`src/rtl/nv_nvdla_csc_pra_cell_chn_data_in_rsci_rx_pkg.sv`:
```
// Shared definitions for the pra_cell chn_data_in receive path.
// Holds the width defaults, the FIFO depth and the occupancy encoding.
package nv_nvdla_csc_pra_cell_chn_data_in_rsci_rx_pkg;
   localparam int DATA_W_DEF = 256;
   localparam int CNT_W_DEF  = 16;
   localparam int FIFO_DEPTH = 2;

   typedef enum logic [1:0] {
      CNT_EMPTY = 2'd0,
      CNT_ONE   = 2'd1,
      CNT_FULL  = 2'd2
   } fifo_cnt_e;
endpackage

```
`src/rtl/nv_nvdla_csc_pra_cell_skid2.sv`:
```
// Two-entry FIFO between upstream chn_data_in and the pra_cell core.
// Entry 0 is always the head; it keeps its last value after the FIFO drains.
module nv_nvdla_csc_pra_cell_skid2
   import nv_nvdla_csc_pra_cell_chn_data_in_rsci_rx_pkg::*;
#(
   parameter int DATA_W = DATA_W_DEF
) (
   input  logic              nvdla_core_clk,
   input  logic              nvdla_core_rstn,
   input  logic              push,
   input  logic              pop,
   input  logic [DATA_W-1:0] push_data,
   output logic              not_full,
   output logic              not_empty,
   output logic [DATA_W-1:0] head_data
);

   fifo_cnt_e         count_reg;
   fifo_cnt_e         count_next;
   logic [DATA_W-1:0] entry_reg  [FIFO_DEPTH];
   logic [DATA_W-1:0] entry_next [FIFO_DEPTH];

   always_comb begin
      count_next    = count_reg;
      entry_next[0] = entry_reg[0];
      entry_next[1] = entry_reg[1];
      case (count_reg)
         CNT_EMPTY: begin
            if (push) begin
               entry_next[0] = push_data;
               count_next    = CNT_ONE;
            end
         end
         CNT_ONE: begin
            // Simultaneous push and pop replaces the head in place.
            if (push && pop) begin
               entry_next[0] = push_data;
            end else if (push) begin
               entry_next[1] = push_data;
               count_next    = CNT_FULL;
            end else if (pop) begin
               count_next    = CNT_EMPTY;
            end
         end
         CNT_FULL: begin
            if (pop) begin
               entry_next[0] = entry_reg[1];
               count_next    = CNT_ONE;
            end
         end
         default: count_next = CNT_EMPTY;
      endcase
   end

   always_ff @(posedge nvdla_core_clk or negedge nvdla_core_rstn) begin
      if (!nvdla_core_rstn) begin
         count_reg    <= CNT_EMPTY;
         entry_reg[0] <= '0;
         entry_reg[1] <= '0;
      end else begin
         count_reg    <= count_next;
         entry_reg[0] <= entry_next[0];
         entry_reg[1] <= entry_next[1];
      end
   end

   assign not_full  = (count_reg != CNT_FULL);
   assign not_empty = (count_reg != CNT_EMPTY);
   assign head_data = entry_reg[0];

endmodule

```
`src/rtl/nv_nvdla_csc_pra_cell_chn_data_in_rsci_rx.sv`:
```
// Receive side of the pra_cell chn_data_in handshake: skid FIFO towards the core,
// oswt/bawt/wen_comp signalling and a saturating stall counter for perf debug.
module nv_nvdla_csc_pra_cell_chn_data_in_rsci_rx
   import nv_nvdla_csc_pra_cell_chn_data_in_rsci_rx_pkg::*;
#(
   parameter int DATA_W = DATA_W_DEF,
   parameter int CNT_W  = CNT_W_DEF
) (
   input  logic              nvdla_core_clk,
   input  logic              nvdla_core_rstn,
   input  logic              chn_data_in_vld,
   output logic              chn_data_in_rdy,
   input  logic [DATA_W-1:0] chn_data_in_pd,
   input  logic              core_rd_oswt,
   input  logic              core_rd_en,
   output logic              core_rd_bawt,
   output logic              core_rd_wen_comp,
   output logic [DATA_W-1:0] core_rd_data,
   input  logic              stall_cnt_clr,
   output logic [CNT_W-1:0]  stall_cnt
);

   logic             push;
   logic             pop;
   logic             stall;
   logic [CNT_W-1:0] stall_cnt_reg;
   logic [CNT_W-1:0] stall_cnt_next;

   assign push  = chn_data_in_vld & chn_data_in_rdy;
   assign pop   = core_rd_oswt & core_rd_en & core_rd_bawt;
   assign stall = core_rd_oswt & ~core_rd_bawt;

   nv_nvdla_csc_pra_cell_skid2 #(
      .DATA_W (DATA_W)
   ) u_fifo (
      .nvdla_core_clk  (nvdla_core_clk),
      .nvdla_core_rstn (nvdla_core_rstn),
      .push            (push),
      .pop             (pop),
      .push_data       (chn_data_in_pd),
      .not_full        (chn_data_in_rdy),
      .not_empty       (core_rd_bawt),
      .head_data       (core_rd_data)
   );

   // wen_comp deliberately ignores core_rd_en: the core stalls on data, not on its own enable.
   assign core_rd_wen_comp = ~core_rd_oswt | core_rd_bawt;

   always_comb begin
      stall_cnt_next = stall_cnt_reg;
      if (stall_cnt_clr) begin
         stall_cnt_next = '0;
      end else if (stall && !(&stall_cnt_reg)) begin
         stall_cnt_next = stall_cnt_reg + 1'b1;
      end
   end

   always_ff @(posedge nvdla_core_clk or negedge nvdla_core_rstn) begin
      if (!nvdla_core_rstn) begin
         stall_cnt_reg <= '0;
      end else begin
         stall_cnt_reg <= stall_cnt_next;
      end
   end

   assign stall_cnt = stall_cnt_reg;

endmodule

```
`config.mk`:
```
export PLATFORM = sky130hd
export DESIGN_NAME = nv_nvdla_csc_pra_cell_chn_data_in_rsci_rx
export DESIGN_NICKNAME = d
export VERILOG_FILES = /design/src/rtl/nv_nvdla_csc_pra_cell_chn_data_in_rsci_rx_pkg.sv /design/src/rtl/nv_nvdla_csc_pra_cell_skid2.sv /design/src/rtl/nv_nvdla_csc_pra_cell_chn_data_in_rsci_rx.sv
export SDC_FILE = /design/constraint.sdc
export NUM_CORES = 1
export LEC_CHECK = 0
export ABC_CLOCK_PERIOD_IN_PS = 2200
export CAP_MARGIN = 30
export CORE_MARGIN = 3
export CORE_UTILIZATION = 49
export DETAILED_ROUTE_END_ITERATION = 8
export PLACE_DENSITY = 0.78
export REMOVE_ABC_BUFFERS = 1
export SETUP_SLACK_MARGIN = 0.2
export SLEW_MARGIN = 10
export SYNTH_ARGS = -nofsm -noshare
export SYNTH_HDL_FRONTEND = slang
export SYNTH_SLANG_ARGS = --single-unit
export TNS_END_PERCENT = 30
```
`constraint.sdc`:
```
create_clock -name nvdla_core_clk -period 2.2 [get_ports nvdla_core_clk]
set_clock_uncertainty 0.2 [all_clocks]
set_input_delay 0.33 -clock nvdla_core_clk [delete_from_list [all_inputs] [get_ports nvdla_core_clk]]
set_output_delay 0.33 -clock nvdla_core_clk [all_outputs]
set_load 0.02 [all_outputs]
```
==> impl_metrics.toml <==
[timing]
slew_headroom_pct = 42.19
slew_viol_final = 0
worst_slew_pin_slew_ns = 0.8672
fmax_mhz = 473.4
rsz0062_at_grt = "yes"
hold_violations = 0
fin_setup_tns_ns = 0
post-route-min-period_ns = 2.112
finalSetupViolations = 0
fin_crit_sh_pct = 96.02

[critical_path]
critPathMaxStageDelay_ns = 0.46
arrival_ns = 2.39
critPathKind = "flip-flop to flip-flop"
critPathMaxFanout = 10
cp-end-kind = "flip-flop"
critPathLaunchType = "flip-flop"
slowest_stage = "dfrtp_2"
required_ns = 2.48
crit_chain = "a21boi_4 -> o32ai_4 -> buf_12 -> buf_16 -> buf_16 -> nor2_1 -> a31oi_1"
critPathMostFrequentCell = "buf_16"

[yosys]
synthCells = 2307
synth_area_um2 = 23820
synth_top_area_share_pct = 55.68
synth_edf_count = 0
synth-seq-cells = 530
synth_flop_cell = "dfrtp_1"
yosys.area.top_type = "dfrtp_1"
ys_top_cells_by_count = "dfrtp_1, nand2_1, nor2_1, mux2_2"
yosysMostFrequentCell = "dfrtp_1"
async_flop_share_pct = 100.0
synth_top_family_by_area = "simple AND/OR/NAND/NOR gates"
yosys_warnings = 0
yosys.area_share.adder_pct = 0.05253
synth_compound_area_share_pct = 7.559
synthMuxAreaShare_pct = 12.43
yosys-top-cells-area = "dfrtp_1, mux2_2, nand2_1"
synth.avg_cell_area_um2 = 10.32
synth_xor_area_share_pct = 0.03677
ys_types = 38
seq_area_frac_synth_pct = 55.68
post_synth_and_or_nand_nor_area_fraction_pct = 13.36

[routing]
drcViolationCount = 0
ant_nets = 0
wl_per_cell_um = 22.34
viasPerCell = 5.690
vias = 18940
dr.pass1.iters = 5
first_iter_violations = 1643
wl_mm = 74.35

[grt]
antenna_found_initial = 7
gr-total-overflow = 0
track_usage_pct = 24.86
grt_pass1_vias = 18610
grt_pass1_wl_mm = 101.3
grt_max_degree = 138

[finish]
multi_input_area_um2 = 8454
fillCellCount = 3398
layoutNonFillerInstCount = 3328
drive_above_1_share_pct = 21.81
nets = 2926
design_area_um2 = 32130
ff_latch_area_um2 = 13260
syn_to_final_growth_pct = 34.87

[power]
p_switching_mw = 18.83
pwr-share-seq_pct = 35.9
swShare_pct = 38.32
internal_power_mw = 30.31
p_leak_nw = 13.93
ir_drop_mv = 0.9656
combPwrFrac_pct = 44.8
power_density_nw_per_um2 = 1530
pwr-share-clk_pct = 19.3

[place]
portBuffers = 536
place_congestion = 0.8410
placedCellCount = 3152
placed_area_um2 = 28550
hpwl_mm = 44.72

[cts]
clockRootBuffer = "clkbuf_16"
clockBufferDepth = 3
cts_buffers = 54
insertion_delay_ns = 0.59
cts_tree = "built"
cts_sinks = 530
clkTransAtPathRegs_ns = 0.06
h-tree-depth = 2

[floorplan]
die_y_um = 226.5
coreArea_um2 = 47850
die_w_um = 226.5
dieArea_um2 = 51290
num_io_pins = 537
initial_core_util_pct = 49.78
num_rows = 80

[worst_hold_path]
hold_path_class = "primary input to flip-flop"

[run_status]
status = "completed"

[job]
drv_cap = 0
==> power by group through the flow <==
| stage | logic [mW] | registers, mW | clock network, mW |
|---|---|---|---|
| finish | 22.0 | 17.6 | 9.47 |
| global route | 23.4 | 18.1 | 10.0 |
| CTS | 19.1 | 17.4 | 9.56 |
| detailed placement | 20.1 | 17.5 | 0 |
| global placement | 19.4 | 17.2 | 0 |
| floorplan | 7.48 | 19.6 | 0 |
==> cell type report <==
cell class | instances | share of cell area (%)
well taps | 615 | 2.395
clock inverters | 13 | 0.3778
diodes | 8 | 0.06232
inverters | 8 | 0.1168
clock buffers | 85 | 5.390
multi-input cells | 1368 | 26.32
repair buffers | 701 | 24.05
flip-flops and latches | 530 | 41.29
==> worst max-delay path, delay by kind of cell, from the launching register on <==
| kind | cells | cell delay, ns |
|---|---|---|
| compound gates | 3 | 0.70 |
| buf+inv | 3 | 0.54 |
| flops | 1 | 0.46 |
| simple gates | 1 | 0.06 |
==> placed cells by master (no fill, tap or decap), drive strengths merged, types with 3 or more instances in the layout <==
cell,instances
clkbuf,121
inv,9
a31oi,256
nand3,6
dfrtp,530
mux2,262
o31ai,4
or4,4
diode,8
clkdlybuf4s15,9
clkdlybuf4s50,260
clkinv,9
nor4,3
nand2,523
nor2,264
buf,131
nand4,6
nor2b,6
dlygate4sd2,263
a21oi,10
==> through the flow <==
stage | util [%] | power [mW] | hold slack, ns | setup slack [ns]
2_1_floorplan | - | 27.06 | -0.1656 | -22.10
3_3_place_gp | 59.67 | 36.68 | 0.005381 | -0.2090
3_5_place_dp | 59.67 | 37.64 | 0.006548 | -0.2323
4_1_cts | 63.71 | 46.07 | 0.09106 | -0.04613
5_1_grt | 67.13 | 51.50 | 0.1215 | 0.02764
6_report | 67.14 | 49.14 | 0.1258 | 0.08763
==> final timing paths <==
kind                                                    from                           endpoint  slack, ns  cells past startpoint
setup / recovery             u_fifo.count_reg[0]$_DFFE_PN0P_  u_fifo.head_data[144]$_DFFE_PN0P_       0.09                      7
hold / removal                           chn_data_in_pd[148]  u_fifo.head_data[148]$_DFFE_PN0P_       0.13                      3
setup reg to reg             u_fifo.count_reg[0]$_DFFE_PN0P_  u_fifo.head_data[144]$_DFFE_PN0P_       0.09                      7
hold reg to reg            u_fifo.entry_reg[211]$_DFFE_PN0P_  u_fifo.entry_reg[211]$_DFFE_PN0P_       0.31                      1
max in group asynchronous                    nvdla_core_rstn  u_fifo.entry_reg[177]$_DFFE_PN0P_       0.78                      4
min in group asynchronous                    nvdla_core_rstn  u_fifo.entry_reg[115]$_DFFE_PN0P_       0.17                      3
==> cells by family (layout without fill, tap and decap cells) <==
kind of cell / count (synthesis) / count (layout)
and+or+nand+nor: 821 / 821
DFF: 530 / 530
buffers and inverters: 409 / 807
AOI/OAI and AO/OA: 282 / 282
muxes: 263 / 263
adders and majority gates: 1 / 1
xor gates and xnor gates: 1 / 1
other: 0 / 8
==> per-layer routing <==
layer | up-vias | wire [um] | global-route usage [%] | share of wire [%]
met5 | - | 13 | 0 | 0.017
met4 | 2 | 3283 | 10.14 | 4.4
met3 | 217 | 6076 | 6.214 | 8.2
met2 | 896 | 37390 | 43.33 | 50
met1 | 9578 | 27590 | 29.52 | 37
li1 | 8242 | - | - | -
==> timing repair <==
item	in CTS	in global routing
hold buffers	2	0
buffers inserted	9	14
hold endpoints to repair	295	0
pin swaps	20	14
gates cloned	2	42
gates resized for setup	362	96
setup endpoints to repair	687	448
Note: power is estimated with default switching activity, not from simulation.
